File: config.mk
export PLATFORM = sky130hd
export DESIGN_NAME = alu_cmd_queue
export DESIGN_NICKNAME = d
export VERILOG_FILES = /design/src/rtl/alu_pkg.sv /design/src/rtl/alu_cmd_fifo.sv /design/src/rtl/alu_cmd_queue.sv
export SDC_FILE = /design/constraint.sdc
export NUM_CORES = 1
export LEC_CHECK = 0
export BUFFER_PORTS_ARGS = -buffer_cell sky130_fd_sc_hd__buf_2
export CORE_MARGIN = 8
export CORE_UTILIZATION = 45
export CTS_CLUSTER_DIAMETER = 100
export DETAILED_ROUTE_END_ITERATION = 10
export PLACE_DENSITY_LB_ADDON = 0.12
export SLEW_MARGIN = 40
export SYNTH_ARGS = -nofsm -noshare
export SYNTH_HDL_FRONTEND = slang
export SYNTH_HIERARCHICAL = 1
export SYNTH_SLANG_ARGS = --single-unit
File: constraint.sdc
create_clock -name Clk_i -period 6.2 [get_ports Clk_i]
set_clock_uncertainty 0.15 [all_clocks]
set_input_delay 1.24 -clock Clk_i [delete_from_list [all_inputs] [get_ports Clk_i]]
set_output_delay 1.24 -clock Clk_i [all_outputs]
set_load 0.05 [all_outputs]
File: src/rtl/alu_pkg.sv
// alu_pkg: definitions shared by the ALU command queue and its circular buffer.
// Holds the opcode encoding and the packed queue entry type. Operand fields
// are sized to ALU_MAX_W so one entry type serves every Width up to that
// limit; the top level zero-extends operands on write and slices them on read.
package alu_pkg;

  typedef enum logic [1:0] {
    OPC_ADD = 2'd0,
    OPC_SUB = 2'd1,
    OPC_AND = 2'd2,
    OPC_OR  = 2'd3
  } alu_opc_e;

  localparam int ALU_MAX_W = 32;

  typedef struct packed {
    alu_opc_e               opc;
    logic [ALU_MAX_W-1:0]   dinA;
    logic [ALU_MAX_W-1:0]   dinB;
  } alu_cmd_t;

endpackage

File: src/rtl/alu_cmd_fifo.sv
// alu_cmd_fifo: Depth-entry circular buffer of ALU commands.
// Ports:
//   clk_i    clock, rising edge
//   rst_ni   asynchronous active-low reset (pointers and count only)
//   push_i   write wdata_i at the tail (ignored when full)
//   pop_i    drop the head entry (ignored when empty)
//   wdata_i  entry to write
//   rdata_o  current head entry (meaningful only when not empty)
//   full_o   count equals Depth
//   empty_o  count equals zero
module alu_cmd_fifo
  import alu_pkg::*;
#(
  parameter int Depth = 4
) (
  input  logic     clk_i,
  input  logic     rst_ni,
  input  logic     push_i,
  input  logic     pop_i,
  input  alu_cmd_t wdata_i,
  output alu_cmd_t rdata_o,
  output logic     full_o,
  output logic     empty_o
);

  localparam int PtrW = $clog2(Depth);
  localparam int CntW = PtrW + 1;

  alu_cmd_t          mem [Depth];
  logic [PtrW-1:0]   wrPtr_q, wrPtr_d;
  logic [PtrW-1:0]   rdPtr_q, rdPtr_d;
  logic [CntW-1:0]   count_q, count_d;
  logic              doPush, doPop;

  assign full_o  = (count_q == CntW'(Depth));
  assign empty_o = (count_q == '0);
  assign doPush  = push_i & ~full_o;
  assign doPop   = pop_i & ~empty_o;
  assign rdata_o = mem[rdPtr_q];

  // Depth is a power of two, so pointers wrap modulo Depth simply by
  // overflowing their PtrW bits. Count only moves when exactly one of
  // push/pop happens.
  always_comb begin
    wrPtr_d = wrPtr_q;
    rdPtr_d = rdPtr_q;
    count_d = count_q;
    if (doPush) wrPtr_d = wrPtr_q + PtrW'(1);
    if (doPop)  rdPtr_d = rdPtr_q + PtrW'(1);
    case ({doPush, doPop})
      2'b10:   count_d = count_q + CntW'(1);
      2'b01:   count_d = count_q - CntW'(1);
      default: count_d = count_q;
    endcase
  end

  // Pointer and occupancy registers.
  always_ff @(posedge clk_i or negedge rst_ni) begin
    if (!rst_ni) begin
      wrPtr_q <= '0;
      rdPtr_q <= '0;
      count_q <= '0;
    end else begin
      wrPtr_q <= wrPtr_d;
      rdPtr_q <= rdPtr_d;
      count_q <= count_d;
    end
  end

  // Storage is deliberately not reset; a reset empties the queue through
  // the count, which makes stale contents unreachable.
  always_ff @(posedge clk_i) begin
    if (doPush) mem[wrPtr_q] <= wdata_i;
  end

endmodule

File: src/rtl/alu_cmd_queue.sv
// alu_cmd_queue: command queue in front of a registered ALU.
// Commands are buffered in alu_cmd_fifo and issued in order whenever the
// consumer is ready; results return one cycle after issue and are tagged with
// a 4-bit issue sequence number.
// Ports:
//   Clk_i, Reset_n_i          clock and asynchronous active-low reset
//   Valid_i/Accept_o          command handshake (Accept_o = not full)
//   Opc_i, DinA_i, DinB_i     command fields
//   Ready_i                   consumer can take a result next cycle
//   AluOpc_o, AluDinA_o/B_o   head entry driven to the ALU (zero when empty)
//   AluDout_i, AluOverFlow_i  registered ALU result and overflow flag
//   ResValid_o, ResDout_o, ResOverFlow_o, ResTag_o   result channel
module alu_cmd_queue
  import alu_pkg::*;
#(
  parameter int Width = 8,
  parameter int Depth = 4
) (
  input  logic             Clk_i,
  input  logic             Reset_n_i,
  input  logic             Valid_i,
  output logic             Accept_o,
  input  logic [1:0]       Opc_i,
  input  logic [Width-1:0] DinA_i,
  input  logic [Width-1:0] DinB_i,
  input  logic             Ready_i,
  output logic [1:0]       AluOpc_o,
  output logic [Width-1:0] AluDinA_o,
  output logic [Width-1:0] AluDinB_o,
  input  logic [Width-1:0] AluDout_i,
  input  logic             AluOverFlow_i,
  output logic             ResValid_o,
  output logic [Width-1:0] ResDout_o,
  output logic             ResOverFlow_o,
  output logic [3:0]       ResTag_o
);

  alu_cmd_t   pushCmd;
  alu_cmd_t   headCmd;
  logic       fifoFull;
  logic       fifoEmpty;
  logic       push;
  logic       issue;
  logic       resValid_q, resValid_d;
  logic [3:0] tagCnt_q, tagCnt_d;
  logic [3:0] resTag_q, resTag_d;

  assign Accept_o = ~fifoFull;
  assign push     = Valid_i & Accept_o;
  assign issue    = ~fifoEmpty & Ready_i;

  // Operands are zero-extended into the shared entry type.
  always_comb begin
    pushCmd      = '0;
    pushCmd.opc  = alu_opc_e'(Opc_i);
    pushCmd.dinA = ALU_MAX_W'(DinA_i);
    pushCmd.dinB = ALU_MAX_W'(DinB_i);
  end

  alu_cmd_fifo #(
    .Depth (Depth)
  ) u_fifo (
    .clk_i   (Clk_i),
    .rst_ni  (Reset_n_i),
    .push_i  (push),
    .pop_i   (issue),
    .wdata_i (pushCmd),
    .rdata_o (headCmd),
    .full_o  (fifoFull),
    .empty_o (fifoEmpty)
  );

  // Blank the ALU inputs when nothing is queued so stale storage never leaks.
  always_comb begin
    AluOpc_o  = '0;
    AluDinA_o = '0;
    AluDinB_o = '0;
    if (!fifoEmpty) begin
      AluOpc_o  = headCmd.opc;
      AluDinA_o = headCmd.dinA[Width-1:0];
      AluDinB_o = headCmd.dinB[Width-1:0];
    end
  end

  // The upper operand bits are always zero; fold them into a sink so they
  // are visibly consumed.
  if (Width < ALU_MAX_W) begin : gPadSink
    logic unusedPad;
    assign unusedPad = ^{headCmd.dinA[ALU_MAX_W-1:Width],
                         headCmd.dinB[ALU_MAX_W-1:Width]};
  end

  // The result strobe follows an issue by one cycle, lining up with the
  // ALU's own output register; the tag is the counter value at that issue.
  always_comb begin
    resValid_d = issue;
    tagCnt_d   = issue ? tagCnt_q + 4'd1 : tagCnt_q;
    resTag_d   = issue ? tagCnt_q : resTag_q;
  end

  // Issue/result state; reset drops any in-flight result.
  always_ff @(posedge Clk_i or negedge Reset_n_i) begin
    if (!Reset_n_i) begin
      resValid_q <= 1'b0;
      tagCnt_q   <= '0;
      resTag_q   <= '0;
    end else begin
      resValid_q <= resValid_d;
      tagCnt_q   <= tagCnt_d;
      resTag_q   <= resTag_d;
    end
  end

  assign ResValid_o    = resValid_q;
  assign ResDout_o     = resValid_q ? AluDout_i : '0;
  assign ResOverFlow_o = resValid_q & AluOverFlow_i;
  assign ResTag_o      = resTag_q;

endmodule

==> results by group, run 1 <==
Timing
  – Fin. Hold Viols: 0
  – Worst setup margin: 2670 ps
  – Crit share post-route: 0.569
  – Max transition margin: 0.623
  – Fin crit period: 3530 ps
  – Fmax: 284 MHz
  – Final Slew Violations: 0
  – RSZ-0062 raised after global routing: no
  – Slew @ Worst Pin: 566 ps
  – Setup Total Neg Slack: 0 ps
  – Count of final setup violators: 0

GRT
  – Pin count of the biggest net entering global routing: 20
  – Remaining Overflow, GRT: 0
  – First-pass GRT wire length: 10000 microns
  – Initial antenna violation count: 0
  – Vias in the first global route: 1952
  – GRT Total Usage: 0.117

Pwr
  – Psw: 994 uW
  – Internal: 1330 uW
  – Flop pwr share: 0.387
  – Pwr dens: 553 mW/mm^2
  – Logic gate share of total power: 0.449
  – Clock network power share: 0.165
  – Net switching fraction of the power: 0.427
  – Static leakage: 0.00162 uW
  – Peak supply drop: 0.235 mV

Finish
  – Synthesis-to-finish area growth: 14.5%
  – Nets: 302
  – Commonest non-fill, non-tap cell in the layout: edfxtp_1
  – # diodes: 0
  – Layout cell share with drive strength beyond 1: 0.405
  – Most frequent cells in the layout: edfxtp_1 (72), buf_2 (63), mux4_2 (18)

Clock network
  – Setup bufs post-CTS: 0
  – Clk sinks: 88
  – Num CTS Buffers: 9
  – CTS Hold Bufs: 0
  – Clock transition at path regs: 80 ps
  – Clock root buffer: clkbuf_8
  – Maximum root-to-sink buffer count: 2
  – CTS tree: done
  – H-tree lvl count: 3
  – PostCTS Resize Cnt: 0
  – Worst-Skew Late Latency: 340 ps

Floorplanning
  – Core area: 0.00805 sq mm
  – # IOs: 64
  – # rows: 33
  – Die width: 106 microns
  – DIE HEIGHT: 106 microns
  – Starting Density: 0.457
  – Die area: 0.0113 sq mm

Routing
  – Routed WL per cell: 16.6 microns
  – Vias per inst: 4.87
  – First-pass iteration count of the detailed router: 4
  – Iter 0 DRT Violations: 101
  – Final wirelength: 6230 microns
  – DR vias: 1821
  – Detail Route Antenna Nets: 0
  – DRC: 0

Synth
  – Syn Inst Count: 203
  – Yosys Warn Count: 6
  – Syn_nets: 241
  – Synth Cell Area: 0.00368 sq mm
  – Syn avg cell area: 18.1 sq um

Min path
  – Hold Path Class: reg -> reg

Placement
  – Port buffer count: 63
  – Detailed placement HPWL: 4150 microns
  – DP Worst Slack: 2950 ps
  – GPL Wtd Cong: 0.693

Worst setup path
  – CP endpoint kind: output port
  – Required time of the critical path: 4810 ps
  – CP Max Fanout: 15
  – CP startpoint kind: flop
  – CP arrival: 2140 ps
  – WS Path Type: reg -> out

Run
  – Max-Cap Viols: 0

Status
  – Status: completed
[worst max-delay path, cell delays in order, from the launching register on]
cell,delay [ps]
dfrtp_1,500
buf_4,370
mux4_2,540
and2b_1,180
buf_2,210
[cell type report]
class                      count  area, sq um
inverter                       8         37.5
clock inverter                 7         71.3
multi-input combinational     92          951
tap                          105          131
fill                         673         3840
clock buffer                   9          124
timing repair buffer          65          330
sequential                    88         2560
[power by group through the flow]
stage                     Sequential, uW  Clock, uW  Combinational (uW)
after global routing                 919        416                1120
final                                899        383                1040
after detailed placement             914          0                1060
after CTS                            902        394                1070
after floorplan                      914          0                 885
after global placement               913          0                1060
[layer usage]
metal	global-route usage	vias to the layer above	wire, microns
met5	0	-	0
met1	0.134	917	2640
met4	0.0573	0	119
met3	0.0339	11	276
met2	0.197	37	3190
li1	-	856	-
[state kept, by name (all words and copies together), names as in the netlist]
register        flops
u_fifo/count_q      3
u_fifo/mem         72
ResTag_o            4
u_fifo/rdPtr_q      2
ResValid_o          1
tagCnt_q            4
u_fifo/wrPtr_q      2
[path summary, 6_finish.rpt]
| kind | to | start | depth (start not counted) | slack, ps |
|---|---|---|---|---|
| setup / recovery | AluDinA_o[1] | u_fifo/rdPtr_q[0]$_DFFE_PN0P_ | 4 | 2670 |
| hold / removal | ResTag_o[1]$_DFFE_PN0P_ | ResTag_o[1]$_DFFE_PN0P_ | 2 | 330 |
| setup reg to reg | u_fifo/count_q[2]$_DFFE_PN0P_ | u_fifo/count_q[0]$_DFFE_PN0P_ | 10 | 3670 |
| hold reg to reg | ResTag_o[1]$_DFFE_PN0P_ | ResTag_o[1]$_DFFE_PN0P_ | 2 | 330 |
| max in group asynchronous | u_fifo/rdPtr_q[1]$_DFFE_PN0P_ | Reset_n_i | 1 | 4970 |
| min in group asynchronous | u_fifo/wrPtr_q[1]$_DFFE_PN0P_ | Reset_n_i | 1 | 640 |
[per-stage QoR]
stage / std cells / hold WS (ps) / power, uW / cell area, sq um / util
2_1_floorplan: 203 / 325 / 1800 / 3680 / -
3_3_place_gp: 358 / 306 / 1970 / 4010 / 0.498
3_5_place_dp: 358 / 313 / 1980 / 4010 / 0.498
4_1_cts: 374 / 336 / 2360 / 4210 / 0.523
5_1_grt: 374 / 348 / 2450 / 4210 / 0.523
6_report: 374 / 331 / 2330 / 4210 / 0.523
No activity file was read; power rests on OpenSTA's default activity.
==> inputs of run 2 (changes only) <==
==> constraint.sdc (replaced) <==
create_clock -name Clk_i -period 3.2 [get_ports Clk_i]
set_clock_uncertainty 0.15 [all_clocks]
set_input_delay 0.64 -clock Clk_i [delete_from_list [all_inputs] [get_ports Clk_i]]
set_output_delay 0.64 -clock Clk_i [all_outputs]
set_load 0.05 [all_outputs]
==> results by group, run 2 (synthesis gave the netlist of run 1 again) <==
Finish
  – Fin cells: 381 (was 374)
  – Most flops, register: u_fifo/mem (unchanged)
  – # diodes: 0 (unchanged)
  – Fillers: 686 (was 673)
  – Most frequent cells in the layout: edfxtp_1 (72), buf_2 (63), mux4_2 (18) (unchanged)
  – Max FFs per register: 72 (unchanged)
  – Nets: 309 (was 302)
  – Layout cell share with drive strength beyond 1: 0.399 (was 0.405)
  – Synthesis-to-finish area growth: 16.4% (was 14.5%)
  – Commonest non-fill, non-tap cell in the layout: edfxtp_1 (unchanged)

Worst setup path
  – CP arrival: 2060 ps (was 2140 ps)
  – RR Endpoint: u_fifo/count_q[2]$_DFFE_PN0P_ (unchanged)
  – Required time of the critical path: 2410 ps (was 4810 ps)
  – CP startpoint kind: flop (unchanged)
  – Worst reg-to-reg setup slack: 720 ps (was 3670 ps)
  – CP endpoint kind: output port (unchanged)
  – Worst r2r path cells: 10 (unchanged)
  – WS Path Type: reg -> out (unchanged)
  – CP Max Fanout: 18 (was 15)
  – Origin of the critical flop-to-flop path: u_fifo/count_q[0]$_DFFE_PN0P_ (unchanged)

Floorplanning
  – # IOs: 64 (unchanged)
  – DIE HEIGHT: 106 microns (unchanged)
  – Die width: 106 microns (unchanged)
  – # rows: 33 (unchanged)
  – Core area: 0.00805 sq mm (unchanged)
  – Die area: 0.0113 sq mm (unchanged)
  – Starting Density: 0.457 (unchanged)

Status
  – Status: completed (unchanged)

Clock network
  – Clk sinks: 88 (unchanged)
  – PostCTS Resize Cnt: 0 (unchanged)
  – Clock root buffer: clkbuf_8 (unchanged)
  – Setup bufs post-CTS: 0 (unchanged)
  – Clock transition at path regs: 80 ps (about the same)
  – Num CTS Buffers: 9 (unchanged)
  – CTS Hold Bufs: 0 (unchanged)
  – H-tree lvl count: 3 (unchanged)
  – CTS tree: done (unchanged)
  – Worst-Skew Late Latency: 350 ps (was 340 ps)
  – Maximum root-to-sink buffer count: 2 (unchanged)

Routing
  – DRC: 0 (unchanged)
  – First-pass iteration count of the detailed router: 4 (unchanged)
  – Vias per inst: 4.75 (was 4.87)
  – Routed WL per cell: 16.4 microns (was 16.6 microns)
  – DR vias: 1808 (was 1821)
  – Final wirelength: 6260 microns (was 6230 microns)
  – Iter 0 DRT Violations: 54 (was 101)
  – Detail Route Antenna Nets: 0 (unchanged)

Timing
  – Fin. Hold Viols: 0 (unchanged)
  – Fin crit period: 2850 ps
  – Fmax: 350 MHz
  – Slew @ Worst Pin: 505 ps (was 566 ps)
  – RSZ-0062 raised after global routing: no (unchanged)
  – Count of final setup violators: 0 (unchanged)
  – Crit share post-route: 0.892
  – Worst setup margin: 346 ps (was 2670 ps)
  – Max transition margin: 0.663 (was 0.623)
  – Final Slew Violations: 0 (unchanged)
  – Setup Total Neg Slack: 0 ps (unchanged)

Placement
  – Placed cell count: 365 (was 358)
  – DP Worst Slack: 612 ps (was 2950 ps)
  – GPL Wtd Cong: 0.700 (was 0.693)
  – Detailed placement HPWL: 4240 microns (was 4150 microns)
  – Port buffer count: 63 (unchanged)

Run
  – Max-Cap Viols: 0 (unchanged)

GRT
  – GRT Total Usage: 0.115 (was 0.117)
  – First-pass GRT wire length: 9910 microns (was 10000 microns)
  – Vias in the first global route: 1860 (was 1952)
  – Initial antenna violation count: 0 (unchanged)
  – Remaining Overflow, GRT: 0 (unchanged)
  – Pin count of the biggest net entering global routing: 19 (was 20)

Min path
  – Hold Path Class: in -> async (was reg -> reg)

Pwr
  – Static leakage: 0.00167 uW (was 0.00162 uW)
  – Peak supply drop: 0.499 mV (was 0.235 mV)
  – Pwr dens: 1070 mW/mm^2 (was 553 mW/mm^2)
## run 2: how the worst max path moves through the flow
stage	start	endpoint	cells after the start
after global placement	Ready_i	u_fifo/count_q[2]$_DFFE_PN0P_	10
after global routing	u_fifo/rdPtr_q[0]$_DFFE_PN0P_	AluOpc_o[1]	4
after CTS	u_fifo/rdPtr_q[0]$_DFFE_PN0P_	AluDinA_o[7]	4
after floorplan	u_fifo/rdPtr_q[0]$_DFFE_PN0P_	AluDinA_o[5]	5
after detailed placement	Ready_i	u_fifo/count_q[2]$_DFFE_PN0P_	10
final	u_fifo/rdPtr_q[0]$_DFFE_PN0P_	AluDinA_o[7]	4
## run 2: metal layers
| layer | global-route usage | vias up | share of wire |
|---|---|---|---|
| met2 | 0.184 | 43 | 0.50 |
| li1 | - | 863 | - |
| met5 | 0 | - | 0 |
| met1 | 0.142 | 892 | 0.44 |
| met3 | 0.0296 | 10 | 0.043 |
| met4 | 0.0633 | 0 | 0.015 |
## run 2: worst max-delay path, cell delays in order, from the launching register on
cell,delay (ps)
dfrtp_1,400
buf_4,370
mux4_2,560
and2b_1,170
buf_2,200
## run 2: layout make-up
class	count	area [sq um]	share of cell area
Inverter	8	37.5	0.00877
Timing Repair Buffer	72	408	0.0953
Clock buffer	10	128	0.0298
Multi-Input combinational cell	92	946	0.221
Sequential cell	88	2560	0.599
Clock inverter	6	67.6	0.0158
Tap cell	105	131	0.0307
## run 2: power by group
group	internal (uW)	switching, uW
clock network	365	381
registers	1550	139
logic	717	1410
total	2630	1930
## run 2: metrics by stage
step           cell area, sq um  total power, uW   util  hold slack (ps)
6_report                   4280             4560  0.532             46.0
5_1_grt                    4280             4810  0.532             59.7
4_1_cts                    4280             4640  0.532             43.7
3_5_place_dp               4090             3880  0.507              315
3_3_place_gp               4090             3880  0.507              312
2_1_floorplan              3680             3490      -              194
==> inputs of run 3 (changes only) <==
--- a/config.mk
+++ b/config.mk
@@ -7,7 +7,7 @@
 export LEC_CHECK = 0
 export BUFFER_PORTS_ARGS = -buffer_cell sky130_fd_sc_hd__buf_2
 export CORE_MARGIN = 8
-export CORE_UTILIZATION = 45
+export CORE_UTILIZATION = 30
 export CTS_CLUSTER_DIAMETER = 100
 export DETAILED_ROUTE_END_ITERATION = 10
 export PLACE_DENSITY_LB_ADDON = 0.12
==> results by group, run 3 (synthesis gave the netlist of run 1 again) <==
Routing
  – Detail Route Antenna Nets: 0 (unchanged)
  – Routed WL per cell: 16.2 microns (was 16.4 microns)
  – Vias per inst: 4.32 (was 4.75)
  – DRC: 0 (unchanged)
  – Iter 0 DRT Violations: 96 (was 54)
  – Final wirelength: 6850 microns (was 6260 microns)
  – DR vias: 1821 (was 1808)
  – First-pass iteration count of the detailed router: 4 (unchanged)

GRT
  – Initial antenna violation count: 0 (unchanged)
  – Vias in the first global route: 2147 (was 1860)
  – First-pass GRT wire length: 11200 microns (was 9910 microns)
  – GRT Total Usage: 0.0918 (was 0.115)
  – Remaining Overflow, GRT: 0 (unchanged)
  – Pin count of the biggest net entering global routing: 19 (unchanged)

Timing
  – Crit share post-route: 0.841 (was 0.892)
  – RSZ-0062 raised after global routing: no (unchanged)
  – Fmax: 371 MHz (was 350 MHz)
  – Max transition margin: 0.716 (was 0.663)
  – Final Slew Violations: 0 (unchanged)
  – Final worst hold slack: 74.3 ps (was 46.0 ps)
  – Fin. Hold Viols: 0 (unchanged)
  – Slew @ Worst Pin: 425 ps (was 505 ps)
  – Setup Total Neg Slack: 0 ps (unchanged)
  – Fin crit period: 2690 ps (was 2850 ps)
  – Count of final setup violators: 0 (unchanged)

Pwr
  – Pwr dens: 1100 mW/mm^2 (was 1070 mW/mm^2)
  – Logic gate share of total power: 0.437 (was 0.467)
  – Net switching fraction of the power: 0.410 (was 0.424)
  – Clock network power share: 0.211 (was 0.163)
  – Peak supply drop: 0.412 mV (was 0.499 mV)
  – Psw: 1980 uW (was 1930 uW)
  – Static leakage: 0.00170 uW (was 0.00167 uW)
  – Flop pwr share: 0.352 (was 0.370)
  – Internal: 2850 uW (was 2630 uW)

Clock network
  – Clk sinks: 88 (unchanged)
  – H-tree lvl count: 3 (unchanged)
  – Clock transition at path regs: 70 ps (was 80 ps)
  – Setup bufs post-CTS: 0 (unchanged)
  – Maximum root-to-sink buffer count: 2 (unchanged)
  – Worst-Skew Late Latency: 330 ps (was 350 ps)
  – Clock root buffer: clkbuf_16 (was clkbuf_8)
  – CTS Hold Bufs: 0 (unchanged)
  – Num CTS Buffers: 9 (unchanged)
  – CTS tree: done (unchanged)
  – PostCTS Resize Cnt: 0 (unchanged)

Floorplanning
  – Core area: 0.0120 sq mm (was 0.00805 sq mm)
  – Die width: 127 microns (was 106 microns)
  – Starting Density: 0.306 (was 0.457)
  – DIE HEIGHT: 127 microns (was 106 microns)
  – Die area: 0.0161 sq mm (was 0.0113 sq mm)
  – # rows: 40 (was 33)
  – # IOs: 64 (unchanged)

Finish
  – Synthesis-to-finish area growth: 19.7% (was 16.4%)
  – Multi-input gate area: 946 sq um (unchanged)
  – Most frequent cells in the layout: edfxtp_1 (72), buf_2 (63), mux4_2 (18) (unchanged)
  – Commonest non-fill, non-tap cell in the layout: edfxtp_1 (unchanged)
  – Layout cell share with drive strength beyond 1: 0.396 (was 0.399)
  – Fin cells: 422 (was 381)
  – Nets: 308 (was 309)
  – Max FFs per register: 72 (unchanged)
  – # diodes: 0 (unchanged)
  – Most flops, register: u_fifo/mem (unchanged)
  – Fillers: 1143 (was 686)
  – Register area: 0.00256 sq mm (unchanged)

Status
  – Status: completed (unchanged)

Worst setup path
  – CP Max Fanout: 13 (was 18)
  – Worst reg-to-reg setup slack: 720 ps (about the same)
  – WS Path Type: reg -> out (unchanged)
  – Required time of the critical path: 2410 ps (about the same)
  – CP endpoint kind: output port (unchanged)
  – CP arrival: 1900 ps (was 2060 ps)
  – CP startpoint kind: flop (unchanged)

Run
  – Max-Cap Viols: 0 (unchanged)

Placement
  – Port buffer count: 63 (unchanged)
  – GPL Wtd Cong: 0.704 (was 0.700)
  – Detailed placement HPWL: 4520 microns (was 4240 microns)
  – Placed cell count: 406 (was 365)

Min path
  – Hold Path Class: in -> async (unchanged)
run 3: per-layer routing:
layer  global-route usage  vias to the layer above  part of all wire
met3               0.0352                        4             0.063
met1               0.0990                      896              0.41
li1                     -                      867                 -
met5                    0                        -                 0
met4               0.0357                        0            0.0085
met2                0.160                       54              0.52
run 3: layout make-up:
cell class / count / area share
inverter: 8 / 0.00853
sequential: 88 / 0.582
clock inverter: 7 / 0.0156
tap: 147 / 0.0418
multi-input combinational: 92 / 0.215
clock buffer: 9 / 0.0512
timing repair buffer: 71 / 0.0853
run 3: through the flow:
| stage | worst slack, ps | utilization | instance area, sq um | power (uW) |
|---|---|---|---|---|
| after floorplan | 667 | - | 3680 | 3490 |
| after global placement | 652 | 0.342 | 4110 | 3890 |
| after detailed placement | 579 | 0.342 | 4110 | 3890 |
| after CTS | 470 | 0.366 | 4400 | 4930 |
| after global routing | 399 | 0.366 | 4400 | 5120 |
| final | 507 | 0.366 | 4400 | 4840 |
run 3: path summary, 6_finish.rpt:
kind / startpoint / to / cells past startpoint
worst max-delay path: u_fifo/rdPtr_q[1]$_DFFE_PN0P_ / AluDinA_o[3] / 4
worst max register to register: u_fifo/count_q[0]$_DFFE_PN0P_ / u_fifo/count_q[2]$_DFFE_PN0P_ / 10
max in group asynchronous: Reset_n_i / u_fifo/rdPtr_q[1]$_DFFE_PN0P_ / 1
min in group Clk_i: ResTag_o[2]$_DFFE_PN0P_ / ResTag_o[2]$_DFFE_PN0P_ / 2
worst min-delay path: Reset_n_i / tagCnt_q[1]$_DFFE_PN0P_ / 1
worst min register to register: ResTag_o[2]$_DFFE_PN0P_ / ResTag_o[2]$_DFFE_PN0P_ / 2
run 3: critical path: stages, from the launching register on:
cell	delay, ps
dfrtp_1	550
buf_4	320
mux4_2	320
and2b_1	180
buf_2	210
run 3: power by group through the flow:
stage / Clock, uW / Combinational, uW / Sequential, uW
6_report: 1020 / 2110 / 1700
4_1_cts: 1050 / 2170 / 1700
2_1_floorplan: 0 / 1710 / 1770
3_3_place_gp: 0 / 2160 / 1720
3_5_place_dp: 0 / 2170 / 1730
5_1_grt: 1100 / 2290 / 1730
